--- src/rtl/dcache_snoop_responder_pkg.sv ---
// Shared constants and types for the DCache snoop responder.
// Address split is {tag, set, line offset}; the line is returned as BEATS XLEN-wide words.
package dcache_snoop_responder_pkg;

  localparam int PADDR_SIZE = 32;
  localparam int XLEN       = 64;
  localparam int ID_W       = 4;
  localparam int WAYS       = 4;
  localparam int SETS       = 64;
  localparam int LINE_BYTES = 64;

  localparam int OFF_W  = $clog2(LINE_BYTES);
  localparam int SET_W  = $clog2(SETS);
  localparam int WAY_W  = $clog2(WAYS);
  localparam int TAG    = PADDR_SIZE - SET_W - OFF_W;
  localparam int BEATS  = LINE_BYTES * 8 / XLEN;
  localparam int BEAT_W = $clog2(BEATS);

  typedef enum logic [2:0] {
    S_IDLE,
    S_TAG_REQ,
    S_TAG_CHK,
    S_DATA_REQ,
    S_DATA_RD,
    S_SEND
  } snoop_state_t;

  typedef logic [LINE_BYTES*8-1:0] line_t;

  typedef struct packed {
    logic [TAG-1:0] tag;
    logic           valid;
  } tagv_t;

endpackage

--- src/rtl/dcache_snoop_responder_serializer.sv ---
// Holds one cache line and streams it on CD as ascending XLEN beats.
// A load restarts at beat 0; done pulses combinationally on the accepted last beat.
module snoop_line_serializer
  import dcache_snoop_responder_pkg::*;
(
  input  logic            clk,
  input  logic            rst,
  input  logic            load,
  input  line_t           load_line,
  input  logic [ID_W-1:0] load_user,
  output logic            cd_valid,
  input  logic            cd_ready,
  output logic [XLEN-1:0] cd_data,
  output logic            cd_last,
  output logic [ID_W-1:0] cd_user,
  output logic            done
);

  localparam logic [BEAT_W-1:0] LAST_BEAT = BEAT_W'(BEATS - 1);

  line_t             line_q;
  logic [BEAT_W-1:0] cnt;

  always_ff @(posedge clk or posedge rst) begin
    if (rst) begin
      line_q   <= '0;
      cd_user  <= '0;
      cd_valid <= 1'b0;
      cnt      <= '0;
    end else if (load) begin
      line_q   <= load_line;
      cd_user  <= load_user;
      cd_valid <= 1'b1;
      cnt      <= '0;
    end else if (cd_valid && cd_ready) begin
      if (cnt == LAST_BEAT) begin
        cd_valid <= 1'b0;
        cnt      <= '0;
      end else begin
        cnt <= cnt + 1'b1;
      end
    end
  end

  // Data and last are pure functions of held registers, so they stay put while stalled.
  assign cd_data = line_q[int'(cnt) * XLEN +: XLEN];
  assign cd_last = cd_valid && (cnt == LAST_BEAT);
  assign done    = cd_valid && cd_ready && cd_last;

endmodule

--- src/rtl/dcache_snoop_responder.sv ---
// Snoop responder: tag lookup, then data array or writeback buffer read, then line return on CD.
// One snoop in flight; array port waits on arr_gnt with request outputs held stable.
module dcache_snoop_responder
  import dcache_snoop_responder_pkg::*;
(
  input  logic                      clk,
  input  logic                      rst,
  input  logic                      ac_valid,
  output logic                      ac_ready,
  input  logic [PADDR_SIZE-1:0]     ac_addr,
  input  logic [ID_W-1:0]           ac_user,
  output logic                      cd_valid,
  input  logic                      cd_ready,
  output logic [XLEN-1:0]           cd_data,
  output logic                      cd_last,
  output logic [ID_W-1:0]           cd_user,
  output logic                      arr_req,
  input  logic                      arr_gnt,
  output logic                      arr_tag_en,
  output logic                      arr_data_en,
  output logic [SET_W-1:0]          arr_idx,
  output logic [WAY_W-1:0]          arr_way,
  input  logic [WAYS*(TAG+1)-1:0]   arr_tag_rdata,
  input  logic [LINE_BYTES*8-1:0]   arr_data_rdata,
  output logic [PADDR_SIZE-1:0]     wb_addr,
  input  logic                      wb_hit,
  input  logic [LINE_BYTES*8-1:0]   wb_data,
  output logic                      snoop_miss
);

  snoop_state_t     state;
  logic [TAG-1:0]   tag_q;
  logic [ID_W-1:0]  user_q;

  tagv_t [WAYS-1:0] tagv;
  logic             arr_hit;
  logic [WAY_W-1:0] hit_way;

  logic             ser_load;
  line_t            ser_line;
  logic             ser_done;

  assign tagv = arr_tag_rdata;

  // Descending scan so the lowest matching way is the one left standing.
  always_comb begin
    arr_hit = 1'b0;
    hit_way = '0;
    for (int i = WAYS - 1; i >= 0; i--) begin
      if (tagv[i].valid && (tagv[i].tag == tag_q)) begin
        arr_hit = 1'b1;
        hit_way = WAY_W'(i);
      end
    end
  end

  assign ser_load = ((state == S_TAG_CHK) && !arr_hit) || (state == S_DATA_RD);
  assign ser_line = (state == S_DATA_RD) ? arr_data_rdata : (wb_hit ? wb_data : '0);

  always_ff @(posedge clk or posedge rst) begin
    if (rst) begin
      state       <= S_IDLE;
      ac_ready    <= 1'b1;
      arr_req     <= 1'b0;
      arr_tag_en  <= 1'b0;
      arr_data_en <= 1'b0;
      arr_idx     <= '0;
      arr_way     <= '0;
      wb_addr     <= '0;
      tag_q       <= '0;
      user_q      <= '0;
      snoop_miss  <= 1'b0;
    end else begin
      snoop_miss <= 1'b0;
      case (state)
        S_IDLE: begin
          if (ac_valid) begin
            wb_addr    <= ac_addr;
            tag_q      <= ac_addr[PADDR_SIZE-1 -: TAG];
            user_q     <= ac_user;
            arr_idx    <= ac_addr[OFF_W +: SET_W];
            ac_ready   <= 1'b0;
            arr_req    <= 1'b1;
            arr_tag_en <= 1'b1;
            state      <= S_TAG_REQ;
          end
        end
        S_TAG_REQ: begin
          if (arr_gnt) begin
            arr_req    <= 1'b0;
            arr_tag_en <= 1'b0;
            state      <= S_TAG_CHK;
          end
        end
        S_TAG_CHK: begin
          if (arr_hit) begin
            arr_way     <= hit_way;
            arr_req     <= 1'b1;
            arr_data_en <= 1'b1;
            state       <= S_DATA_REQ;
          end else begin
            snoop_miss <= !wb_hit;
            state      <= S_SEND;
          end
        end
        S_DATA_REQ: begin
          if (arr_gnt) begin
            arr_req     <= 1'b0;
            arr_data_en <= 1'b0;
            state       <= S_DATA_RD;
          end
        end
        S_DATA_RD: state <= S_SEND;
        S_SEND: begin
          if (ser_done) begin
            ac_ready <= 1'b1;
            state    <= S_IDLE;
          end
        end
        default: state <= S_IDLE;
      endcase
    end
  end

  snoop_line_serializer u_ser (
    .clk       (clk),
    .rst       (rst),
    .load      (ser_load),
    .load_line (ser_line),
    .load_user (user_q),
    .cd_valid  (cd_valid),
    .cd_ready  (cd_ready),
    .cd_data   (cd_data),
    .cd_last   (cd_last),
    .cd_user   (cd_user),
    .done      (ser_done)
  );

endmodule

--- config.mk ---
export PLATFORM = sky130hd
export DESIGN_NAME = dcache_snoop_responder
export DESIGN_NICKNAME = d
export VERILOG_FILES = /design/src/rtl/dcache_snoop_responder_pkg.sv /design/src/rtl/dcache_snoop_responder_serializer.sv /design/src/rtl/dcache_snoop_responder.sv
export SDC_FILE = /design/constraint.sdc
export NUM_CORES = 2
export LEC_CHECK = 0
export ABC_AREA = 1
export BUFFER_PORTS_ARGS = -buffer_cell sky130_fd_sc_hd__clkbuf_2
export CAP_MARGIN = 10
export CORE_AREA = 2 2 488 490
export DETAILED_ROUTE_END_ITERATION = 12
export DIE_AREA = 0 0 490 492
export PLACE_DENSITY = 0.41
export SKIP_LAST_GASP = 1
export SLEW_MARGIN = 30
export SYNTH_ARGS = -nofsm -noshare
export SYNTH_HDL_FRONTEND = slang
export SYNTH_SLANG_ARGS = --single-unit
--- constraint.sdc ---
create_clock -name clk -period 20.6 [get_ports clk]
set_input_delay 1.03 -clock clk [delete_from_list [all_inputs] [get_ports clk]]
set_output_delay 1.03 -clock clk [all_outputs]
set_load 0.05 [all_outputs]
Word level (Yosys, flattened, before mapping)
Cells that the tools add are included.
{"block": "totals", "reg_bits": 592, "word_cells": 93}
{"block": "op_classes", "reduce_logical": 27, "shifts": 1, "n_eq_ne": 16, "muxes": 33, "addsub": 1}
{"cell": "two-way mux 512 bit", "n": 2}
{"cell": "indexed part select 512 x 10 -> 64 bit", "n": 1}
{"cell": "== test 20 bit", "n": 4}
{"cell": "two-way mux 3 bit", "n": 8}
{"cell": "case mux 3 bit (6 select lines)", "n": 1}
{"cell": "two-way mux 1 bit", "n": 14}
{"cell": "inequality test 2 bit (second input constant)", "n": 5}
{"cell": "nonzero test 2 bit", "n": 5}
{"cell": "== test 3 bit (second input constant)", "n": 3}
{"cell": "AND reduction 3 bit", "n": 3}
{"cell": "logical AND 1 bit", "n": 8}
{"cell": "two-way mux 2 bit", "n": 4}
{"cell": "AND reduction 4 bit", "n": 2}
{"cell": "== test 3 x 2 -> 1 bit (second input constant)", "n": 2}
{"cell": "case mux 1 bit (2 select lines)", "n": 3}
{"cell": "AND reduction 2 bit", "n": 3}
{"cell": "adder 3 x 1 -> 3 bit (second input constant)", "n": 1}
{"cell": "== test 3 x 1 -> 1 bit (second input constant)", "n": 1}
{"cell": "zero test 3 bit", "n": 1}
{"cell": "case mux 1 bit (3 select lines)", "n": 1}
{"cell": "nonzero test 3 bit", "n": 1}
{"cell": "zero test 1 bit", "n": 2}
{"cell": "inequality test 2 x 1 -> 1 bit (second input constant)", "n": 1}
{"cell": "OR reduction 2 bit", "n": 1}
{"cell": "logical OR 1 bit", "n": 1}

Longest topological paths before layout
{"block": "depth", "ltp_word": 11, "ltp_mapped": 18}

Modules after synthesis
Synthesis repeated with hierarchy kept, for this count alone.
{"block": "unflattened", "hier_cells": 5650, "hier_area_um2": 35704.2}
{"module": "snoop_line_serializer", "seq_area_each_um2": 13012.5, "cells_per_inst": 3392, "area_each_um2": 25149.1, "n_inst": 1}
{"module": "dcache_snoop_responder", "seq_area_each_um2": 1152.4, "cells_per_inst": 2258, "area_each_um2": 10555.1, "n_inst": 1}

Worst setup path after synthesis
Ideal clock, no wire load.
{"block": "synth_timing", "path_kind": "flip-flop to output port", "start": "register u_ser.cnt[0]", "end": "output port cd_data[42]", "path_buffers": 3, "arrival_time_ns": 2.320, "stages_incl_launch_ff": 9, "required_ns": 19.570, "setup_slack_ns": 17.250, "cell_sequence": "dfrtp_1 > clkbuf_1 > inv_2 > clkbuf_1 > buf_1 > nor2_1 > o21ai_0 > a21oi_1 > a31oi_1"}
{"block": "synth_via", "elab_chain_len": 1}
{"item": "from (decl)", "line": "dcache_snoop_responder_serializer.sv:22", "rtl": "logic [BEAT_W-1:0] cnt;"}
{"item": "from (signal assigned)", "line": "dcache_snoop_responder_serializer.sv:40", "rtl": "cnt <= cnt + 1'b1;"}
{"item": "indexed part select 512 x 10 -> 64 bit", "line": "dcache_snoop_responder_serializer.sv:46", "rtl": "assign cd_data = line_q[int'(cnt) * XLEN +: XLEN];"}
{"item": "to (decl)", "line": "dcache_snoop_responder.sv:14", "rtl": "output logic [XLEN-1:0] cd_data,"}
Every way passes these cells.

==> results.md <==
- Worst hold margin: about 350 ps
- Startpoint types: flop
- Setup tns final: 0 ps
- # nets final: 7108
- Most common cell after layout, fill and taps aside: nand2_1
- Routed wire length: about 220000 um
- Syn Inst Count: slightly below 5000
- Deepest clock path buffer count: 3
- RSZ-0062 raised after global routing: no
- Fmax achieved: ~170 MHz
- CP bufs+invs: 5
- Via count: roughly 38000
- Drt pass-1 iters: 6
- Crit path max-delay family: buffers and inverters
- Layout cells sized above 1: between 20% and 30%
- Final min period: around 6000 ps
- Core area: around 240000 sq um
- Clk_skew: ~31 ps
- CP endpoint kind: flop
- R2r endpoint: u_ser.line_q[431]
- Cell variety after synth: 34
- Post-synthesis sequential area ratio: 41.80%
- Port bufs: around 1300
- Clock share of power: about a fifth
- Filler instances: approximately 27000
- Clk slew on worst S/H paths: approximately 60 ps
- Setup WS post-layout: around 15000 ps
- Cell chain of the critical path: inv_1 -> nand2_1 -> nand2_1 -> nand3_1 -> nor2_1 -> nand3_2 -> nand2_1 -> nor2_2 -> nand2_4 -> nand2_8 -> inv_16 -> buf_4 -> buf_4 -> buf_4 -> o21ai_0
- Async set-reset flop share out of synthesis: 100.0%
- Lkg Pwr: 22.79 nW
- GPL Wtd Cong: about 1.0
- DP HPWL: 178100 um
- Share of power burned in combinational logic: 54.1%
- Critical Path AT: 6480 ps
- Psw: 0.003901 W
- Post_cts resized: 0
- TritonCTS Sinks: roughly 570
- Syn Std Cell Area: about 34000 sq um
- CP max stage cell: buf_4
- FP Rows: around 180
- Hold Violations, Final: 0
- Most frequent cells in the layout: nand2_1, clkbuf_2, o21ai_0, dfrtp_1, a21oi_1
- Peak supply drop: 0.00007030 V
- Reg2Reg Setup Slack: about 15000 ps
- Final setup viols: 0
- Worst Path Required: between 20000 and 25000 ps
- Via count of the first global-routing pass: about 37000
- Final Cycle Share: 28.84%
- Die width: a little under 500 um
- Total CTS buffers: 79
- Max-cap viol count: 0
- Critical path peak fanout: about 200
- Initial antenna violation count: roughly 130
- Pin count of the biggest net entering global routing: roughly 200
- Critical path's largest stage delay: 830 ps
- DRC errors left: 0
- Starting density of the core: 14.34%
- Worst slack, placed: about 14000 ps
- CTS Hold Bufs: 0
- Pwr per Cell Area: around 160 nW/um^2
- Status: complete, no violations
- Drt wl/cell: 24.08 um
- Synthesis Warnings: 0
- Critical R2R Launch: wb_addr[18]
- Max-slew violations: 0
- Post-synth EDFFs: 0
- Die height: between 400 and 500 um
- Post-CTS Repair Setup Buffers: 0
- Internal power: 0.003320 W
- Kind of critical path: flop to flop
- Syn_nets: 6093
- Layout area overhead: 35.03%
- First-pass GRT wire length: roughly 300000 um
- Register bit total from synthesis: 566
- Least-Margin Pin Slew: about 1100 ps
- Hold WC Path Type: input pin to async pin
- GRT overflow: 0
- Design Power: 0.007221 W
- Net Sw Frac: between 50 and 60%
- Routed Antenna Nets: 0
- CTS root buf: clkbuf_16
- Clock latency on the worst-skew pair: 720 ps
- Number of vias per cell: 4.066
- CTS H-tree depth: 3
- DR iter-0 viols: roughly 3000
- Max-Slew Margin vs Limit: 24.90%
- Sequential share of power: ~26%
- Avg Cell Area, Syn: between 6 and 7 sq um
- CTS tree: built
- Total GRT Usage: between 10% and 20%
- Cells on worst reg2reg path: 15
- Die Area: 241100 sq um
- Synth Flop Type: dfrtp_1
- # IOs: 1265
-- worst max path at each step --
stage	start	endpoint	slack [ps]	cells past startpoint
after floorplan	rst	arr_data_en	3740	1
after global placement	arr_tag_rdata[51]	u_ser.line_q[501]	14110	14
after detailed placement	arr_tag_rdata[51]	u_ser.line_q[432]	14070	14
after CTS	wb_addr[18]	u_ser.line_q[431]	14470	15
after global routing	wb_addr[18]	u_ser.line_q[429]	14060	16
final	wb_addr[18]	u_ser.line_q[431]	14660	15
-- worst register-to-register path: stages (launching register included) --
cell	delay, ps
dfrtp_1	400
inv_1	440
nand2_1	100
nand2_1	90
nand3_1	160
nor2_1	200
nand3_2	110
nand2_1	210
nor2_2	90
nand2_4	120
nand2_8	340
inv_16	610
buf_4	950
buf_4	840
buf_4	880
o21ai_0	240
-- logic make-up (layout without fill, tap and decap cells) --
kind of cell / count (synthesis) / in the layout / share of synthesized area, %
AND/OR/NAND/NOR: 2038 / 2038 / 23.56
adder cells (fa/ha/maj): 2 / 2 / 0.07383
buffers and inverters: 675 / 1748 / 8.588
AO/OA/AOI/OAI: 1652 / 1652 / 25.77
XOR/XNOR: 8 / 8 / 0.2068
other: 0 / 41 / 0
flip-flops: 566 / 566 / 41.80
-- Yosys cell counts, types with 7 or more instances --
| cell | number | area [sq um] |
|---|---|---|
| buf_1 | 19 | 71.32 |
| buf_4 | 7 | 52.55 |
| o21ai_1 | 7 | 35.03 |
| inv_2 | 19 | 71.32 |
| nand3_1 | 12 | 60.06 |
| a31oi_1 | 64 | 400.4 |
| clkbuf_1 | 279 | 1047 |
| buf_2 | 66 | 330.3 |
| nand2_2 | 101 | 631.9 |
| xnor2_1 | 8 | 70.07 |
| inv_1 | 259 | 972.2 |
| a21oi_1 | 386 | 1932 |
| buf_6 | 11 | 123.9 |
| nand2_1 | 1599 | 6002 |
| o21ai_0 | 1091 | 5460 |
| buf_12 | 11 | 220.2 |
| nor2_1 | 307 | 1152 |
| dfrtp_1 | 565 | 14140 |
| o21ai_2 | 100 | 875.8 |
-- metal layers --
metal | GRT usage, % | share of wire (%)
met5 | 0 | 0.16
met4 | 4.113 | 1.8
met3 | 4.186 | 6.6
met2 | 26.99 | 43
met1 | 25.25 | 48
-- flip-flops by register name, indices dropped and copies added (netlist names) --
name and cells:
ac_ready 1, arr_data_en 1, arr_idx 5, arr_req 1, arr_tag_en 1, arr_way 2
snoop_miss 1, state 3, u_ser.cd_user 4, u_ser.cd_valid 1, u_ser.cnt 3, u_ser.line_q 512
user_q 4, wb_addr 27
-- cell type report --
| cell class | instances | area [sq um] | area share, % |
|---|---|---|---|
| clock buffers | 115 | 2295 | 5.015 |
| well taps | 3167 | 3963 | 8.659 |
| inverters | 279 | 1089 | 2.379 |
| flip-flops and latches | 566 | 14180 | 30.98 |
| repair buffers | 1330 | 6917 | 15.11 |
| multi-input cells | 3700 | 16860 | 36.85 |
| diodes | 41 | 102.6 | 0.2242 |
| clock inverters | 24 | 355.3 | 0.7765 |
-- power groups by stage --
| stage | Combinational (W) | Clock (W) | Sequential (W) |
|---|---|---|---|
| after floorplan | 0.00235 | 0 | 0.00188 |
| after global placement | 0.00397 | 0 | 0.00188 |
| after detailed placement | 0.00399 | 0 | 0.00188 |
| after CTS | 0.00401 | 0.00151 | 0.00187 |
| after global routing | 0.00430 | 0.00154 | 0.00192 |
| final | 0.00391 | 0.00145 | 0.00187 |
-- through the flow --
step                      cell area (sq um)  cells  utilization, %
after floorplan                       33890   4941               -
after global placement                42930   9041           18.17
after detailed placement              43000   9042           18.20
after CTS                             45650   9181           19.32
after global routing                  45690   9194           19.34
final                                 45760   9222           19.37
No activity file was read; power rests on OpenSTA's default activity.
